File: src/rtl/fp_pkg.sv
`default_nettype none
// fp_pkg: shared IEEE-754 single-precision constants and divider FSM encodings.
// Reusable by the FPMult multiplier.
package fp_pkg;

  localparam int EXP_BIAS = 127;
  localparam int EXP_W    = 8;
  localparam int MAN_W    = 23;

  localparam logic [31:0] QNAN    = 32'h7FC0_0000;
  localparam logic [31:0] POS_INF = 32'h7F80_0000;

  typedef enum logic [2:0] {
    S_IDLE   = 3'd0,
    S_UNPACK = 3'd1,
    S_DIVIDE = 3'd2,
    S_ROUND  = 3'd3,
    S_DONE   = 3'd4
  } div_state_t;

endpackage
`default_nettype wire

File: src/rtl/fp_unpack.sv
`default_nettype none
// fp_unpack: splits an IEEE single into sign/exponent/significand and classifies it.
// Denormals are reported as zero with a zero significand.
module fp_unpack
  import fp_pkg::*;
(
  input  logic [31:0]      op,
  output logic             sign,
  output logic [EXP_W-1:0] exponent,
  output logic [MAN_W:0]   sig,
  output logic             is_zero,
  output logic             is_inf,
  output logic             is_nan
);

  logic w_exp_max;
  logic w_frac_nz;

  assign sign      = op[31];
  assign exponent  = op[30:23];
  assign w_exp_max = &op[30:23];
  assign w_frac_nz = |op[22:0];
  assign is_zero   = (op[30:23] == '0);
  assign is_inf    = w_exp_max & ~w_frac_nz;
  assign is_nan    = w_exp_max & w_frac_nz;
  assign sig       = is_zero ? '0 : {1'b1, op[22:0]};

endmodule
`default_nettype wire

File: src/rtl/fp_div_iter.sv
`default_nettype none
// fp_div_iter: iterative IEEE-754 single divider Q = A / B, radix-2 restoring, RNE, FTZ.
// Optional macro FPDIV_EARLY_DONE_EN: special operands skip DIVIDE/ROUND.
module fp_div_iter #(
  parameter int QBITS    = 26,
  parameter int EXP_BIAS = 127
) (
  input  logic        clk,
  input  logic        rst,
  input  logic        start,
  input  logic [31:0] A,
  input  logic [31:0] B,
  output logic        busy,
  output logic        done,
  output logic [31:0] Q,
  output logic        div_zero,
  output logic        invalid,
  output logic        overflow,
  output logic        underflow
);
  import fp_pkg::*;

  div_state_t r_state, w_next;

  logic [31:0] r_a, r_b;
  logic        w_sa, w_sb, w_za, w_zb, w_ia, w_ib, w_na, w_nb;
  logic [7:0]  w_ea, w_eb;
  logic [23:0] w_ma, w_mb;

  logic               r_sign;
  logic signed [9:0]  r_exp;
  logic [23:0]        r_mb;
  logic [25:0]        r_rem;
  logic [25:0]        r_q;
  logic [4:0]         r_cnt;
  logic               r_special;

  logic [31:0] r_res_q;
  logic        r_res_dz, r_res_inv, r_res_ovf, r_res_unf;

  fp_unpack u_unpack_a (
    .op(r_a), .sign(w_sa), .exponent(w_ea), .sig(w_ma),
    .is_zero(w_za), .is_inf(w_ia), .is_nan(w_na)
  );

  fp_unpack u_unpack_b (
    .op(r_b), .sign(w_sb), .exponent(w_eb), .sig(w_mb),
    .is_zero(w_zb), .is_inf(w_ib), .is_nan(w_nb)
  );

  logic              w_sign;
  logic signed [9:0] w_exp;
  assign w_sign = w_sa ^ w_sb;
  assign w_exp  = $signed({2'b00, w_ea}) - $signed({2'b00, w_eb}) + $signed(10'(EXP_BIAS));

  // Special-operand classification; priority order keeps inf/0 as plain inf.
  logic        w_special, w_spec_inv, w_spec_dz;
  logic [31:0] w_spec_q;
  always_comb begin
    w_special  = 1'b1;
    w_spec_inv = 1'b0;
    w_spec_dz  = 1'b0;
    w_spec_q   = QNAN;
    if (w_na || w_nb || (w_za && w_zb) || (w_ia && w_ib)) begin
      w_spec_inv = 1'b1;
    end else if (w_ia) begin
      w_spec_q = {w_sign, POS_INF[30:0]};
    end else if (w_zb) begin
      w_spec_q  = {w_sign, POS_INF[30:0]};
      w_spec_dz = 1'b1;
    end else if (w_ib || w_za) begin
      w_spec_q = {w_sign, 31'b0};
    end else begin
      w_special = 1'b0;
    end
  end

  logic        w_ge;
  logic [25:0] w_rem_sub;
  assign w_ge      = (r_rem >= {2'b00, r_mb});
  assign w_rem_sub = w_ge ? (r_rem - {2'b00, r_mb}) : r_rem;

  logic [25:0]       w_qn;
  logic signed [9:0] w_en, w_ef;
  logic              w_guard, w_sticky, w_rup;
  logic [24:0]       w_sig_r;
  logic [22:0]       w_man;
  assign w_qn     = r_q[25] ? r_q : (r_q << 1);
  assign w_en     = r_q[25] ? r_exp : (r_exp - 10'sd1);
  assign w_guard  = w_qn[1];
  assign w_sticky = w_qn[0] | (r_rem != '0);
  assign w_rup    = w_guard & (w_sticky | w_qn[2]);
  assign w_sig_r  = {1'b0, w_qn[25:2]} + {24'b0, w_rup};
  assign w_ef     = w_sig_r[24] ? (w_en + 10'sd1) : w_en;
  assign w_man    = w_sig_r[24] ? w_sig_r[23:1] : w_sig_r[22:0];

  always_ff @(posedge clk) begin
    if (rst) r_state <= S_IDLE;
    else     r_state <= w_next;
  end

  always_comb begin
    w_next = r_state;
    case (r_state)
      S_IDLE:   if (start && !done) w_next = S_UNPACK;
`ifdef FPDIV_EARLY_DONE_EN
      S_UNPACK: w_next = w_special ? S_DONE : S_DIVIDE;
`else
      S_UNPACK: w_next = S_DIVIDE;
`endif
      S_DIVIDE: if (r_cnt == 5'(QBITS - 1)) w_next = S_ROUND;
      S_ROUND:  w_next = S_DONE;
      S_DONE:   w_next = S_IDLE;
      default:  w_next = S_IDLE;
    endcase
  end

  always_ff @(posedge clk) begin
    if (rst) begin
      busy      <= 1'b0;
      done      <= 1'b0;
      Q         <= '0;
      div_zero  <= 1'b0;
      invalid   <= 1'b0;
      overflow  <= 1'b0;
      underflow <= 1'b0;
      r_a       <= '0;
      r_b       <= '0;
      r_sign    <= 1'b0;
      r_exp     <= '0;
      r_mb      <= '0;
      r_rem     <= '0;
      r_q       <= '0;
      r_cnt     <= '0;
      r_special <= 1'b0;
      r_res_q   <= '0;
      r_res_dz  <= 1'b0;
      r_res_inv <= 1'b0;
      r_res_ovf <= 1'b0;
      r_res_unf <= 1'b0;
    end else begin
      done <= 1'b0;
      case (r_state)
        S_IDLE: begin
          if (start && !done) begin
            r_a  <= A;
            r_b  <= B;
            busy <= 1'b1;
          end
        end
        S_UNPACK: begin
          r_sign    <= w_sign;
          r_exp     <= w_exp;
          r_mb      <= w_mb;
          r_rem     <= {2'b00, w_ma};
          r_q       <= '0;
          r_cnt     <= '0;
          r_special <= w_special;
          if (w_special) begin
            r_res_q   <= w_spec_q;
            r_res_dz  <= w_spec_dz;
            r_res_inv <= w_spec_inv;
            r_res_ovf <= 1'b0;
            r_res_unf <= 1'b0;
          end
        end
        S_DIVIDE: begin
          r_q   <= {r_q[24:0], w_ge};
          r_rem <= w_rem_sub << 1;
          r_cnt <= r_cnt + 5'd1;
        end
        S_ROUND: begin
          if (!r_special) begin
            r_res_dz  <= 1'b0;
            r_res_inv <= 1'b0;
            r_res_ovf <= 1'b0;
            r_res_unf <= 1'b0;
            if (w_ef >= 10'sd255) begin
              r_res_q   <= {r_sign, POS_INF[30:0]};
              r_res_ovf <= 1'b1;
            end else if (w_ef <= 10'sd0) begin
              r_res_q   <= {r_sign, 31'b0};
              r_res_unf <= 1'b1;
            end else begin
              r_res_q   <= {r_sign, w_ef[7:0], w_man};
            end
          end
        end
        S_DONE: begin
          Q         <= r_res_q;
          div_zero  <= r_res_dz;
          invalid   <= r_res_inv;
          overflow  <= r_res_ovf;
          underflow <= r_res_unf;
          done      <= 1'b1;
          busy      <= 1'b0;
        end
        default: ;
      endcase
    end
  end

endmodule
`default_nettype wire

File: config.mk
export PLATFORM = sky130hd
export DESIGN_NAME = fp_div_iter
export DESIGN_NICKNAME = d
export VERILOG_FILES = /design/src/rtl/fp_pkg.sv /design/src/rtl/fp_unpack.sv /design/src/rtl/fp_div_iter.sv
export SDC_FILE = /design/constraint.sdc
export NUM_CORES = 1
export LEC_CHECK = 0
export ABC_CLOCK_PERIOD_IN_PS = 9500
export CORE_AREA = 2 2 145 147
export CTS_CLUSTER_DIAMETER = 60
export CTS_CLUSTER_SIZE = 40
export DETAILED_ROUTE_END_ITERATION = 10
export DIE_AREA = 0 0 147 149
export PLACE_DENSITY = 0.86
export SETUP_SLACK_MARGIN = 0.3
export SLEW_MARGIN = 40
export SYNTH_ARGS = -nofsm -noshare
export SYNTH_HDL_FRONTEND = slang
export SYNTH_SLANG_ARGS = --single-unit
File: constraint.sdc
create_clock -name clk -period 9.5 [get_ports clk]
set_input_delay 0.95 -clock clk [delete_from_list [all_inputs] [get_ports clk]]
set_output_delay 0.95 -clock clk [all_outputs]
set_load 0.1 [all_outputs]
After elaboration in Yosys (flattened, before gate mapping)
Cells that the tools add are included.
- $add $sub $neg: 7
- $mul: 0
- div/mod/pow operators: 0
- order comparisons: 3
- eq/ne operators: 9
- shifts and indexed selects: 0
- muxes and demuxes: 46
- bitwise gates (word level): 10
- reduce and logical (&&, ||, !) cells: 23
- operators by type and width (cell ; number):
    $mux 32 ; 6
    $pmux 26 s2 ; 2
    $pmux 32 s2 ; 1
    $mux 31 ; 2
    $mux 24 ; 2
    $reduce_or 23->1 ; 2
    $ge 26x24->1 ; 1
    $mux 26 ; 1
    $reduce_bool 26->1 ; 1
    $add 24x1->25 ; 1
    $mux 25 ; 1
    $sub 25x24->25 ; 1
    $mux 23 ; 1
    $mux 10 ; 2
    $mux 1 ; 19
    $logic_not 8->1 ; 2
    $reduce_and 8->1 ; 2
    $pmux 3 s4 ; 1
    $add 10x2->10 const B ; 1
    $add 9x8->10 const B ; 1
    $ge 10x9->1 const B ; 1
    $le 10x1->1 const B ; 1
    $pmux 1 s2 ; 5
    $pmux 5 s2 ; 1
    other kinds (20) ; 40
- bits in registers: 234
- latch bits: 0
- memory bits (writable): 0
- bits in read-only memories: 0
- output and inout bits: 38
- word-level logic and storage cells: 120
- memories: 0

Logic depth before layout (Yosys ltp)
Gate-level depths: netlist of the first run.
- depth after elaboration: 11
- depth in mapped cells: 17
- gate-level depth less buffers: 14

Modules after synthesis
A second synthesis of the first run with hierarchy kept.
- cells, all modules: 1660
- area total of the unflattened synthesis: 12690.9 µm²
- modules (own cells, without submodules) (module ; times used ; cells an instance ; area each (µm²)):
    fp_div_iter ; 1 ; 1558 ; 12047.8
    fp_unpack ; 2 ; 51 ; 321.6

Least setup slack after synthesis of the first run
No wires, ideal clock.
- path kind: register to register
- start: register r_q[25]
- end: register r_res_q[27]
- arrival time: 4.516 ns
- data required time: 9.378 ns
- setup slack: 4.862 ns
- stages on the path, launching flop included: 16
- buffers on the path: 6
- period minus slack after synthesis: 4.638 ns
- cell sequence: dfxtp_1 buf_6 buf_2 buf_1 clkbuf_1 clkbuf_1 buf_1 mux2_2 ha_1 o2111a_1 nand4_1 nor2_1 or3b_2 a2111oi_4 a211oi_2 a221o_1
- cells in the longest elaborated chain, start to end: 11
- RTL lines (what ; RTL line ; source):
    start: declaration ; fp_div_iter.sv:34 ; logic [25:0] r_q;
    start signal: assignment ; fp_div_iter.sv:168 ; r_q <= {r_q[24:0], w_ge};
    $mux 26 ; fp_div_iter.sv:88 ; assign w_qn = r_q[25] ? r_q : (r_q << 1);
    $or 1x1->1 ; fp_div_iter.sv:91 ; assign w_sticky = w_qn[0] | (r_rem != '0);
    $or 1x1->1 ; fp_div_iter.sv:92 ; assign w_rup = w_guard & (w_sticky | w_qn[2]);
    $and 1x1->1 ; fp_div_iter.sv:92 ;
    $add 24x1->25 ; fp_div_iter.sv:93 ; assign w_sig_r = {1'b0, w_qn[25:2]} + {24'b0, w_rup};
    $mux 10 (*) ; fp_div_iter.sv:94 ; assign w_ef = w_sig_r[24] ? (w_en + 10'sd1) : w_en;
    $le 10x1->1 ; fp_div_iter.sv:181 ; end else if (w_ef <= 10'sd0) begin
    $mux 31 ; fp_div_iter.sv:181 ;
    $mux 31 (*) ; fp_div_iter.sv:178 ; if (w_ef >= 10'sd255) begin
    $mux 32 (*) ; fp_div_iter.sv:173 ; if (!r_special) begin
    $pmux 32 s2 (*) ; fp_div_iter.sv:143 ; case (r_state)
    end signal: assignment ; fp_div_iter.sv:179 ; r_res_q <= {r_sign, POS_INF[30:0]};
    end signal: assignment ; fp_div_iter.sv:182 ; r_res_q <= {r_sign, 31'b0};
    end signal: assignment ; fp_div_iter.sv:185 ; r_res_q <= {r_sign, w_ef[7:0], w_man};
    end: declaration ; fp_div_iter.sv:38 ; logic [31:0] r_res_q;
Mark *: on every way between the ends. The rest lies on a longest branch, timed or not. The select of a mux whose other input is x is not followed.
A chain may end at the register's enable or synchronous reset.

Final worst setup path of the first run
- start: register r_q[25]
- end: register r_res_q[15]
- cells in the longest elaborated chain, start to end: 11
- RTL lines (what ; RTL line):
    $mux 26 ; fp_div_iter.sv:88
    $or 1x1->1 ; fp_div_iter.sv:91
    $or 1x1->1 ; fp_div_iter.sv:92
    $and 1x1->1 ; fp_div_iter.sv:92
    $add 24x1->25 ; fp_div_iter.sv:93
    $mux 10 ; fp_div_iter.sv:94
    $le 10x1->1 ; fp_div_iter.sv:181
    $mux 31 ; fp_div_iter.sv:181
    $mux 31 (*) ; fp_div_iter.sv:178
    $mux 32 (*) ; fp_div_iter.sv:173
    $pmux 32 s2 (*) ; fp_div_iter.sv:143
Marked as above.

==> summary.txt, run 1 <==
Synth
  • Mapped Cells: 1658
  • Synth top area share: 36.9%
  • Syn avg cell area: 7.65 sq um
  • Top_reg_cell synth: dfxtp_1
  • Post-synth EDFFs: 0
  • Post-synthesis sequential area ratio: 36.9%
  • Async SR Flop Fraction: 0%
  • Syn nets: 1765
  • Cell taking the most area after synthesis: dfxtp_1
  • Top area cells in the synthesized netlist: dfxtp_1 37%, nand2_1 9.3%, a21oi_1 8.5%, ha_1 3.7%, nor2_1 3.5%
  • Post-Syn Area: 12700 sq um
  • Ys Warns: 0
  • Count of state elements after synthesis: 234
  • Synth cell types: 86

Flow run
  • MaxCap Viol Count: 0

Pwr
  • VDD IR max: 192 uV
  • Total Power: 0.00276 W
  • PwrDens: 194 nW/um^2
  • Leak Pwr: 5.18 nW

Timing
  • Worst Max-Slew Pin Slew: 0.827 ns
  • Setup violators final: 0
  • Setup TNS: 0 ns
  • Fin. Hold Viols: 0
  • Hold_ws: 0.454 ns
  • Post-route clock period utilization: 45.4%
  • Fin crit period: 4.31 ns
  • Clock skew: 0.0188 ns
  • Max_slew headroom: 44.9%
  • Pins Over Slew Limit: 0
  • RSZ-0062 raised after global routing: no
  • Peak Freq: 232 MHz

Outcome
  • Status: finished, final reports clean

Critical path
  • CP endpoint kind: flop
  • Crit-path max FO: 52
  • Crit path DAT: 4.76 ns
  • Startpoint types: flop
  • Req. time, crit path: 9.95 ns
  • Worst path top cell family by delay: simple AND/OR/NAND/NOR gates
  • Crit-path max cell delay: 0.62 ns
  • Kind of critical path: flop to flop
  • Crit-path slowest cell: nor4b_1
  • CP Buf/Inv Count: 1
  • Cell Chain, Critical Path: buf_4 > mux2i_1 > nor4b_1 > nand4_1 > nor3_2 > xor2_2 > o41ai_4 > nor4_4 > o21ai_2 > o21ai_1

Die
  • Die area: 21900 sq um
  • Core area: 20600 sq um
  • Std cell rows: 53
  • I/O pin count: 105
  • Horiz. Die Dim: 147 microns
  • DIE HEIGHT: 149 microns
  • Initial core utilization: 61.7%

Clocking
  • CTS sink count: 234
  • CTS max path bufs: 3
  • Clk_lat worst skew: 0.51 ns
  • # H-tree levels: 1
  • Post-CTS Setup Inserts: 0
  • Worst-path clk slew: 0.09 ns
  • Post-CTS Hold Buffers: 0
  • Post-CTS sizing: 0
  • TritonCTS clock tree: yes
  • CTS Root Cell: clkbuf_16
  • Num CTS Buffers: 18

Global route
  • Largest net degree at the start of global routing: 114
  • Total gr overflow: 0
  • Initial antenna violation count: 0
  • GR Util All Layers: 28.5%
  • Vias in the first global route: 11000
  • First-pass GRT wire length: 52500 microns

Final layout
  • Share of layout cells above drive strength 1: 7.93%
  • Area grow syn2layout: 12.2%
  • Non-Filler Instances: 1965
  • N_diodes: 0
  • Final nets: 1785
  • Fin util: 69.2%

Routing
  • Drt drc: 0
  • Router iterations before antenna repair: 5
  • Via count: 11800
  • DR WL/cell: 16.0 microns
  • ANT nets after route: 0
  • Vias/cell: 6.03
  • DRT iter0 DRCs: 967
  • DRT Wirelength: 31400 microns

Hold path
  • Worst hold path type: flop to flop

Placed design
  • HPWL after detailed placement: 22400 microns
  • IO buf count: 104
  • RePlAce Congestion: 0.931
  • Placed cell count: 1933
-- worst paths after layout --
path / startpoint / to / slack, ns / cells after the start
max: r_q[25] / r_res_q[15] / 5.19 / 10
min: r_res_q[16] / r_res_q[16] / 0.45 / 2
max reg2reg: r_q[25] / r_res_q[15] / 5.19 / 10
min reg2reg: r_res_q[16] / r_res_q[16] / 0.45 / 2
-- routing by layer --
metal | vias up | GRT usage [%] | wire, microns
met2 | 373 | 50.7 | 15300
met4 | 0 | 10.9 | 1130
met5 | - | 0 | 0
met1 | 5506 | 35.6 | 13500
met3 | 79 | 3.24 | 1500
li1 | 5890 | - | -
-- cells by family (layout without fill, tap and decap cells) --
family          count (synthesis)  after routing  share of synthesized area (%)
flops                         234            234                           36.9
fa+ha+maj                      40             40                           4.06
simple gates                  668            668                           24.3
compound gates                456            456                           22.8
mux                            24             24                           2.07
xor+xnor                       60             60                           4.35
buf+inv                       176            208                           5.48
-- per-stage QoR --
| step | setup slack (ns) | instance area [sq um] |
|---|---|---|
| 2_1_floorplan | 4.86 | 12700 |
| 3_3_place_gp | 5.49 | 13700 |
| 3_5_place_dp | 5.33 | 13500 |
| 4_1_cts | 5.29 | 14200 |
| 5_1_grt | 4.78 | 14200 |
| 6_report | 5.19 | 14200 |
-- cell usage in the layout, fill, tap and decap left out, drive strengths merged, types with 7 or more instances in the layout --
| master | n |
|---|---|
| ha | 38 |
| inv | 71 |
| a221oi | 14 |
| nor2b | 14 |
| and3 | 15 |
| o21ai | 64 |
| xor2 | 25 |
| a21o | 20 |
| o2111ai | 7 |
| or3 | 15 |
| nor4 | 30 |
| mux2i | 15 |
| nor2 | 120 |
| xnor2 | 35 |
| and2 | 11 |
| nand2b | 10 |
| nand4 | 16 |
| o31ai | 9 |
| a211oi | 23 |
| clkbuf | 19 |
| a311oi | 7 |
| nor3 | 18 |
| nand2 | 316 |
| buf | 49 |
| dfxtp | 234 |
| clkdlybuf4s50 | 65 |
| a21oi | 218 |
| a22oi | 33 |
| mux2 | 8 |
| nand3 | 73 |
| a31oi | 11 |
-- power breakdown --
part | internal (W) | total, W | switching (W)
Clock | 0.000435 | 0.000873 | 0.000438
Combinational | 0.000331 | 0.000815 | 0.000483
Sequential | 0.00102 | 0.00107 | 0.0000492
Total | 0.00179 | 0.00276 | 0.000971
-- layout make-up --
| class | instances | area, sq um |
|---|---|---|
| Clock buffer | 19 | 475 |
| Clock inverter | 13 | 218 |
| Fill cell | 1729 | 6330 |
| Inverter | 62 | 233 |
| Multi-Input combinational cell | 1248 | 7340 |
| Sequential cell | 234 | 4690 |
| Tap cell | 275 | 344 |
| Timing Repair Buffer | 114 | 931 |
-- synthesized netlist by cell type, types with 8 or more instances --
master	instances
and2_1	10
clkbuf_1	88
nand2_1	316
dfxtp_1	234
o31ai_1	9
nor4_1	28
xor2_1	24
mux2i_1	15
nand3_1	73
nor3_1	17
o21ai_1	19
buf_1	18
nand2b_1	9
a31oi_1	11
nor2b_1	14
ha_1	38
a22oi_1	33
a221oi_1	14
nor2_1	119
and3_1	15
nand4_1	16
o21ai_0	43
mux2_2	8
a21oi_1	216
xnor2_1	34
or3_1	13
inv_1	62
a211oi_1	22
a21o_1	20
-- worst register-to-register path, cell delays in order (launching register included) --
cell,delay [ns]
dfxtp_2,0.58
buf_4,0.55
mux2i_1,0.23
nor4b_1,0.62
nand4_1,0.61
nor3_2,0.35
xor2_2,0.28
o41ai_4,0.18
nor4_4,0.44
o21ai_2,0.23
o21ai_1,0.19
-- flip-flops by register name, summed over array words and instances, names as in the netlist, 3 cells and up --
name / cells
r_state: 3
r_a: 32
r_res_q: 32
r_b: 32
r_cnt: 5
r_rem: 26
r_mb: 24
r_exp: 10
r_q: 26
Q: 32
Note: power is estimated with default switching activity, not from simulation.
==> inputs of run 2 (changes only) <==
--- a/config.mk
+++ b/config.mk
@@ -5,13 +5,13 @@
 export SDC_FILE = /design/constraint.sdc
 export NUM_CORES = 1
 export LEC_CHECK = 0
-export ABC_CLOCK_PERIOD_IN_PS = 9500
-export CORE_AREA = 2 2 145 147
+export ABC_CLOCK_PERIOD_IN_PS = 3600
+export CORE_AREA = 2 2 158 160
 export CTS_CLUSTER_DIAMETER = 60
 export CTS_CLUSTER_SIZE = 40
 export DETAILED_ROUTE_END_ITERATION = 10
-export DIE_AREA = 0 0 147 149
-export PLACE_DENSITY = 0.86
+export DIE_AREA = 0 0 160 162
+export PLACE_DENSITY = 0.77
 export SETUP_SLACK_MARGIN = 0.3
 export SLEW_MARGIN = 40
 export SYNTH_ARGS = -nofsm -noshare
==> constraint.sdc (replaced) <==
create_clock -name clk -period 3.6 [get_ports clk]
set_input_delay 0.36 -clock clk [delete_from_list [all_inputs] [get_ports clk]]
set_output_delay 0.36 -clock clk [all_outputs]
set_load 0.1 [all_outputs]
==> summary.txt, run 2 (same netlist as run 1, synthesis figures left out) <==
Outcome
  • Status: finished, final reports clean

Clocking
  • # H-tree levels: 1
  • CTS sink count: 234
  • Post-CTS Hold Buffers: 0
  • TritonCTS clock tree: yes
  • Worst-path clk slew: 0.08 ns
  • Num CTS Buffers: 20
  • CTS max path bufs: 3
  • Clk_lat worst skew: 0.53 ns
  • CTS Root Cell: clkbuf_16

Timing
  • Pins Over Slew Limit: 0
  • RSZ-0062 raised after global routing: yes
  • Setup violators final: 0
  • Setup TNS: 0 ns
  • Max_slew headroom: 47.9%
  • Fin. Hold Viols: 0
  • Worst Max-Slew Pin Slew: 0.782 ns
  • Clock skew: 0.0239 ns
  • Post-route clock period utilization: 89.4%
  • Fin crit period: 3.22 ns
  • Peak Freq: 311 MHz

Die
  • Die area: 25900 sq um
  • Initial core utilization: 52.6%
  • Horiz. Die Dim: 160 microns
  • Core area: 24100 sq um
  • DIE HEIGHT: 162 microns
  • I/O pin count: 105
  • Std cell rows: 57

Critical path
  • Worst r2r path cells: 12
  • Reg-to-reg setup timing slack: 0.38 ns
  • Cell Chain, Critical Path: buf_4 > mux2_2 > nor4b_1 > buf_4 > and4_4 > buf_4 > nor4b_1 > a31oi_2 > a2111oi_4 > buf_4 > a211oi_4 > a221o_1
  • Startpoint types: flop
  • R2R Path Start: r_q[25]
  • Crit-path max FO: 17
  • Crit path DAT: 3.63 ns
  • Crit-path max cell delay: 0.50 ns
  • Kind of critical path: flop to flop
  • Crit-path slowest cell: dfxtp_4
  • Most frequent CP cell: buf_4
  • CP endpoint kind: flop
  • Req. time, crit path: 4.01 ns
  • R2r endpoint: r_res_q[27]

Final layout
  • Register area: 4690 sq um
  • Fillers: 2181
  • Area grow syn2layout: 16.4%
  • N_diodes: 0
  • Most common cell after layout, fill and taps aside: nand2_1
  • Share of layout cells above drive strength 1: 11.1%
  • Non-Filler Instances: 2052
  • Design area: 14800 sq um
  • Multi-input logic area: 7490 sq um
  • Most frequent cells in the layout: 314 x nand2_1, 233 x dfxtp_1, 215 x a21oi_1
  • Final nets: 1821

Placed design
  • HPWL after detailed placement: 23900 microns
  • Placed cell count: 2009
  • RePlAce Congestion: 0.940
  • IO buf count: 104
  • Post-DP Area: 13800 sq um

Global route
  • Total gr overflow: 0
  • Vias in the first global route: 11100
  • Initial antenna violation count: 0
  • GR Util All Layers: 25.0%
  • First-pass GRT wire length: 54600 microns
  • Largest net degree at the start of global routing: 96

Routing
  • DRT iter0 DRCs: 907
  • DRT Wirelength: 33100 microns
  • ANT nets after route: 0
  • Drt drc: 0
  • Via count: 11900
  • Vias/cell: 5.81
  • DR WL/cell: 16.2 microns
  • Router iterations before antenna repair: 5

Flow run
  • MaxCap Viol Count: 0

Pwr
  • Total Power: 0.00759 W
  • Leak Pwr: 5.41 nW
  • PwrDens: 514 nW/um^2
  • VDD IR max: 443 uV

Hold path
  • Hold Crit Start: rst
  • WHS Path Cells: 2
  • Hold Crit Endpoint: r_q[11]
  • Worst hold path type: input pin to flop
==> run 2: cell count changes in the layout (fill, tap and decap cells not counted), sizes merged <==
cell / change
clkinv: +6
buf: +33
clkbuf: +2
or4b: +1
inv: -2
clkinvlp: -1
bufinv: -1
==> run 2: cell type report <==
class	instances	share of cell area [%]
Clock inverter	15	1.80
Timing Repair Buffer	147	8.01
Multi-Input combinational cell	1249	50.7
Sequential cell	234	31.7
Inverter	62	1.58
Clock buffer	21	3.41
Tap cell	324	2.75
==> run 2: worst max path at each step <==
stage | start | end | slack, ns
final | r_q[25] | r_res_q[27] | 0.38
after global placement | r_q[25] | r_res_q[9] | 0.29
after CTS | r_exp[0] | r_res_q[27] | 0.30
after floorplan | r_q[25] | r_res_q[27] | -0.05
after global routing | r_rem[0] | r_rem[3] | 0.23
after detailed placement | r_q[25] | r_res_q[1] | 0.23
==> run 2: worst max-delay path: cells and delay by family, from the launching register on <==
| family | cells | cell delay, ns |
|---|---|---|
| compound gates | 4 | 0.79 |
| simple gates | 3 | 0.76 |
| buf+inv | 4 | 0.71 |
| flops | 1 | 0.50 |
| mux | 1 | 0.34 |
==> run 2: timing repair <==
| item | 4_1_cts | 5_1_grt |
|---|---|---|
| cloned | 0 | 1 |
| buffers inserted | 0 | 6 |
| gates resized for setup | 3 | 30 |
| pin swaps | 0 | 6 |
| endpoints found under the setup margin | 12 | 57 |
==> run 2: per-layer routing <==
| layer | global-route usage (%) | routed length [microns] |
|---|---|---|
| met2 | 44.2 | 16000 |
| met3 | 2.68 | 1420 |
| met4 | 8.56 | 1160 |
| met5 | 0 | 0 |
| met1 | 31.9 | 14500 |
==> run 2: report_power, final <==
group / internal [W] / switching, W
Clock: 0.00117 / 0.00126
Combinational: 0.000981 / 0.00135
Sequential: 0.00270 / 0.000126
==> run 2: metrics by stage <==
stage          hold slack, ns  utilization, %  setup slack (ns)
6_report                0.253            61.3             0.382
5_1_grt                 0.332            61.3             0.234
4_1_cts                 0.317            60.5             0.302
3_5_place_dp            0.441            57.3             0.227
3_3_place_gp            0.438            58.1             0.286
2_1_floorplan           0.425               -           -0.0472
==> inputs of run 3 (changes only) <==
--- a/config.mk
+++ b/config.mk
@@ -12,6 +12,7 @@
 export DETAILED_ROUTE_END_ITERATION = 10
 export DIE_AREA = 0 0 160 162
 export PLACE_DENSITY = 0.77
+export RECOVER_POWER = 50
 export SETUP_SLACK_MARGIN = 0.3
 export SLEW_MARGIN = 40
 export SYNTH_ARGS = -nofsm -noshare
==> summary.txt, run 3 (same netlist as run 1, synthesis figures left out) <==
Critical path
  • Crit-path slowest cell: dfxtp_4
  • Worst path top cell family by delay: compound AO/OA/AOI/OAI gates
  • Crit path from: r_q[25]
  • CP endpoint kind: flop
  • Crit-path max cell delay: 0.49 ns
  • Req. time, crit path: 4.01 ns
  • CP Buf/Inv Count: 4
  • Cell Chain, Critical Path: buf_4 > mux2_2 > nor4b_1 > buf_4 > and4_4 > buf_4 > nor4b_1 > a31oi_2 > a2111oi_4 > buf_4 > a211oi_4 > a221o_1
  • R2R Path Start: r_q[25]
  • Crit-path max FO: 17
  • Crit path DAT: 3.62 ns
  • Kind of critical path: flop to flop
  • Most frequent CP cell: buf_4
  • Startpoint types: flop

Die
  • Core area: 24100 sq um
  • I/O pin count: 105
  • Std cell rows: 57
  • Initial core utilization: 52.6%
  • Horiz. Die Dim: 160 microns
  • Die area: 25900 sq um
  • DIE HEIGHT: 162 microns

Final layout
  • Most frequent cells in the layout: 314 x nand2_1, 233 x dfxtp_1, 215 x a21oi_1
  • Share of layout cells above drive strength 1: 8.51%
  • Final nets: 1821
  • Area grow syn2layout: 15.8%
  • Most common cell after layout, fill and taps aside: nand2_1
  • N_diodes: 0
  • Fin util: 61.0%
  • Non-Filler Instances: 2052

Clocking
  • CTS sink count: 234
  • CTS Root Cell: clkbuf_16
  • Num CTS Buffers: 20
  • Post-CTS Hold Buffers: 0
  • # H-tree levels: 1
  • CTS max path bufs: 3
  • TritonCTS clock tree: yes
  • Worst-path clk slew: 0.08 ns
  • Clk_lat worst skew: 0.53 ns

Routing
  • DRT iter0 DRCs: 968
  • Via count: 12000
  • DR WL/cell: 16.2 microns
  • Router iterations before antenna repair: 5
  • Drt drc: 0
  • Vias/cell: 5.84
  • ANT nets after route: 0
  • DRT Wirelength: 33300 microns

Pwr
  • Leak Pwr: 5.23 nW
  • PwrDens: 516 nW/um^2
  • Total Power: 0.00758 W
  • VDD IR max: 443 uV

Timing
  • Pins Over Slew Limit: 37
  • Final WS setup: 0.390 ns
  • Setup violators final: 0
  • Hold_ws: 0.270 ns
  • Max_slew headroom: -18.0%
  • Fin. Hold Viols: 0
  • Clock skew: 0.0259 ns
  • Fin crit period: 3.21 ns
  • Worst Max-Slew Pin Slew: 1.77 ns
  • RSZ-0062 raised after global routing: yes
  • Peak Freq: 312 MHz
  • Post-route clock period utilization: 89.2%

Flow run
  • MaxCap Viol Count: 1

Global route
  • Vias in the first global route: 11100
  • Largest net degree at the start of global routing: 96
  • Grt met2 use: 44.2%
  • Busiest layer in global routing: met2
  • First-pass GRT wire length: 54600 microns
  • Met1 usage: 31.9%
  • GR Util met3: 2.68%
  • GR Util All Layers: 25.0%
  • Initial antenna violation count: 0
  • Total gr overflow: 0

Hold path
  • Hold Crit Start: rst
  • Worst hold path type: input pin to flop

Placed design
  • IO buf count: 104
  • Pre-CTS WS: 0.227 ns
  • Placed cell count: 2009
  • HPWL after detailed placement: 23900 microns
  • RePlAce Congestion: 0.940

Outcome
  • Failing checks: max-capacitance violations, max-slew violations
  • Status: finished, violations left
run 3: cell types whose count changed in the layout (fill, tap and decap cells not counted), moves of 2 or more:
cell,before,now
and2_2,3,1
buf_2,38,0
clkbuf_1,1,40
buf_4,42,38
and2_0,0,2
clkbuf_2,0,3
run 3: layer usage:
metal	vias up	part of all wire (%)
met5	-	0
met2	354	48
met1	5607	43
met4	0	3.5
li1	5952	-
met3	76	5.2
run 3: final timing paths:
path         depth (start not counted)          end  slack [ns]
min                                  2      r_q[11]        0.27
min reg2reg                          2  r_res_q[11]        0.45
max reg2reg                         12  r_res_q[27]        0.39
max                                 12  r_res_q[27]        0.39
run 3: final cells by class:
type                       instances  area (sq um)
fill                            2210          9410
multi-input combinational       1249          7470
sequential                       234          4690
timing repair buffer             147          1120
clock buffer                      21           504
tap                              324           405
clock inverter                    15           265
inverter                          62           233
run 3: power by group:
part	total [W]	leakage, nW	internal (W)	switching [W]
clock	0.00243	0.365	0.00117	0.00126
combinational	0.00233	2.96	0.000979	0.00135
sequential	0.00283	1.90	0.00270	0.000127
total	0.00758	5.23	0.00485	0.00274
run 3: worst reg2reg max path: cells and delay by family (launching register included):
kind | cells | cell delay, ns
buf+inv | 4 | 0.71
simple gates | 3 | 0.76
compound gates | 4 | 0.79
mux | 1 | 0.35
flops | 1 | 0.49
run 3: what timing repair did:
item	4_1_cts	5_1_grt
resized for setup	3	30
buffers inserted	0	6
pin swaps	0	6
setup endpoints to repair	12	57
gates cloned	0	1
run 3: through the flow:
stage,cell area (sq um),setup TNS [ns]
after floorplan,12800,-0.189
after global placement,14000,0
after detailed placement,13800,0
after CTS,14600,0
after global routing,14700,0
final,14700,0
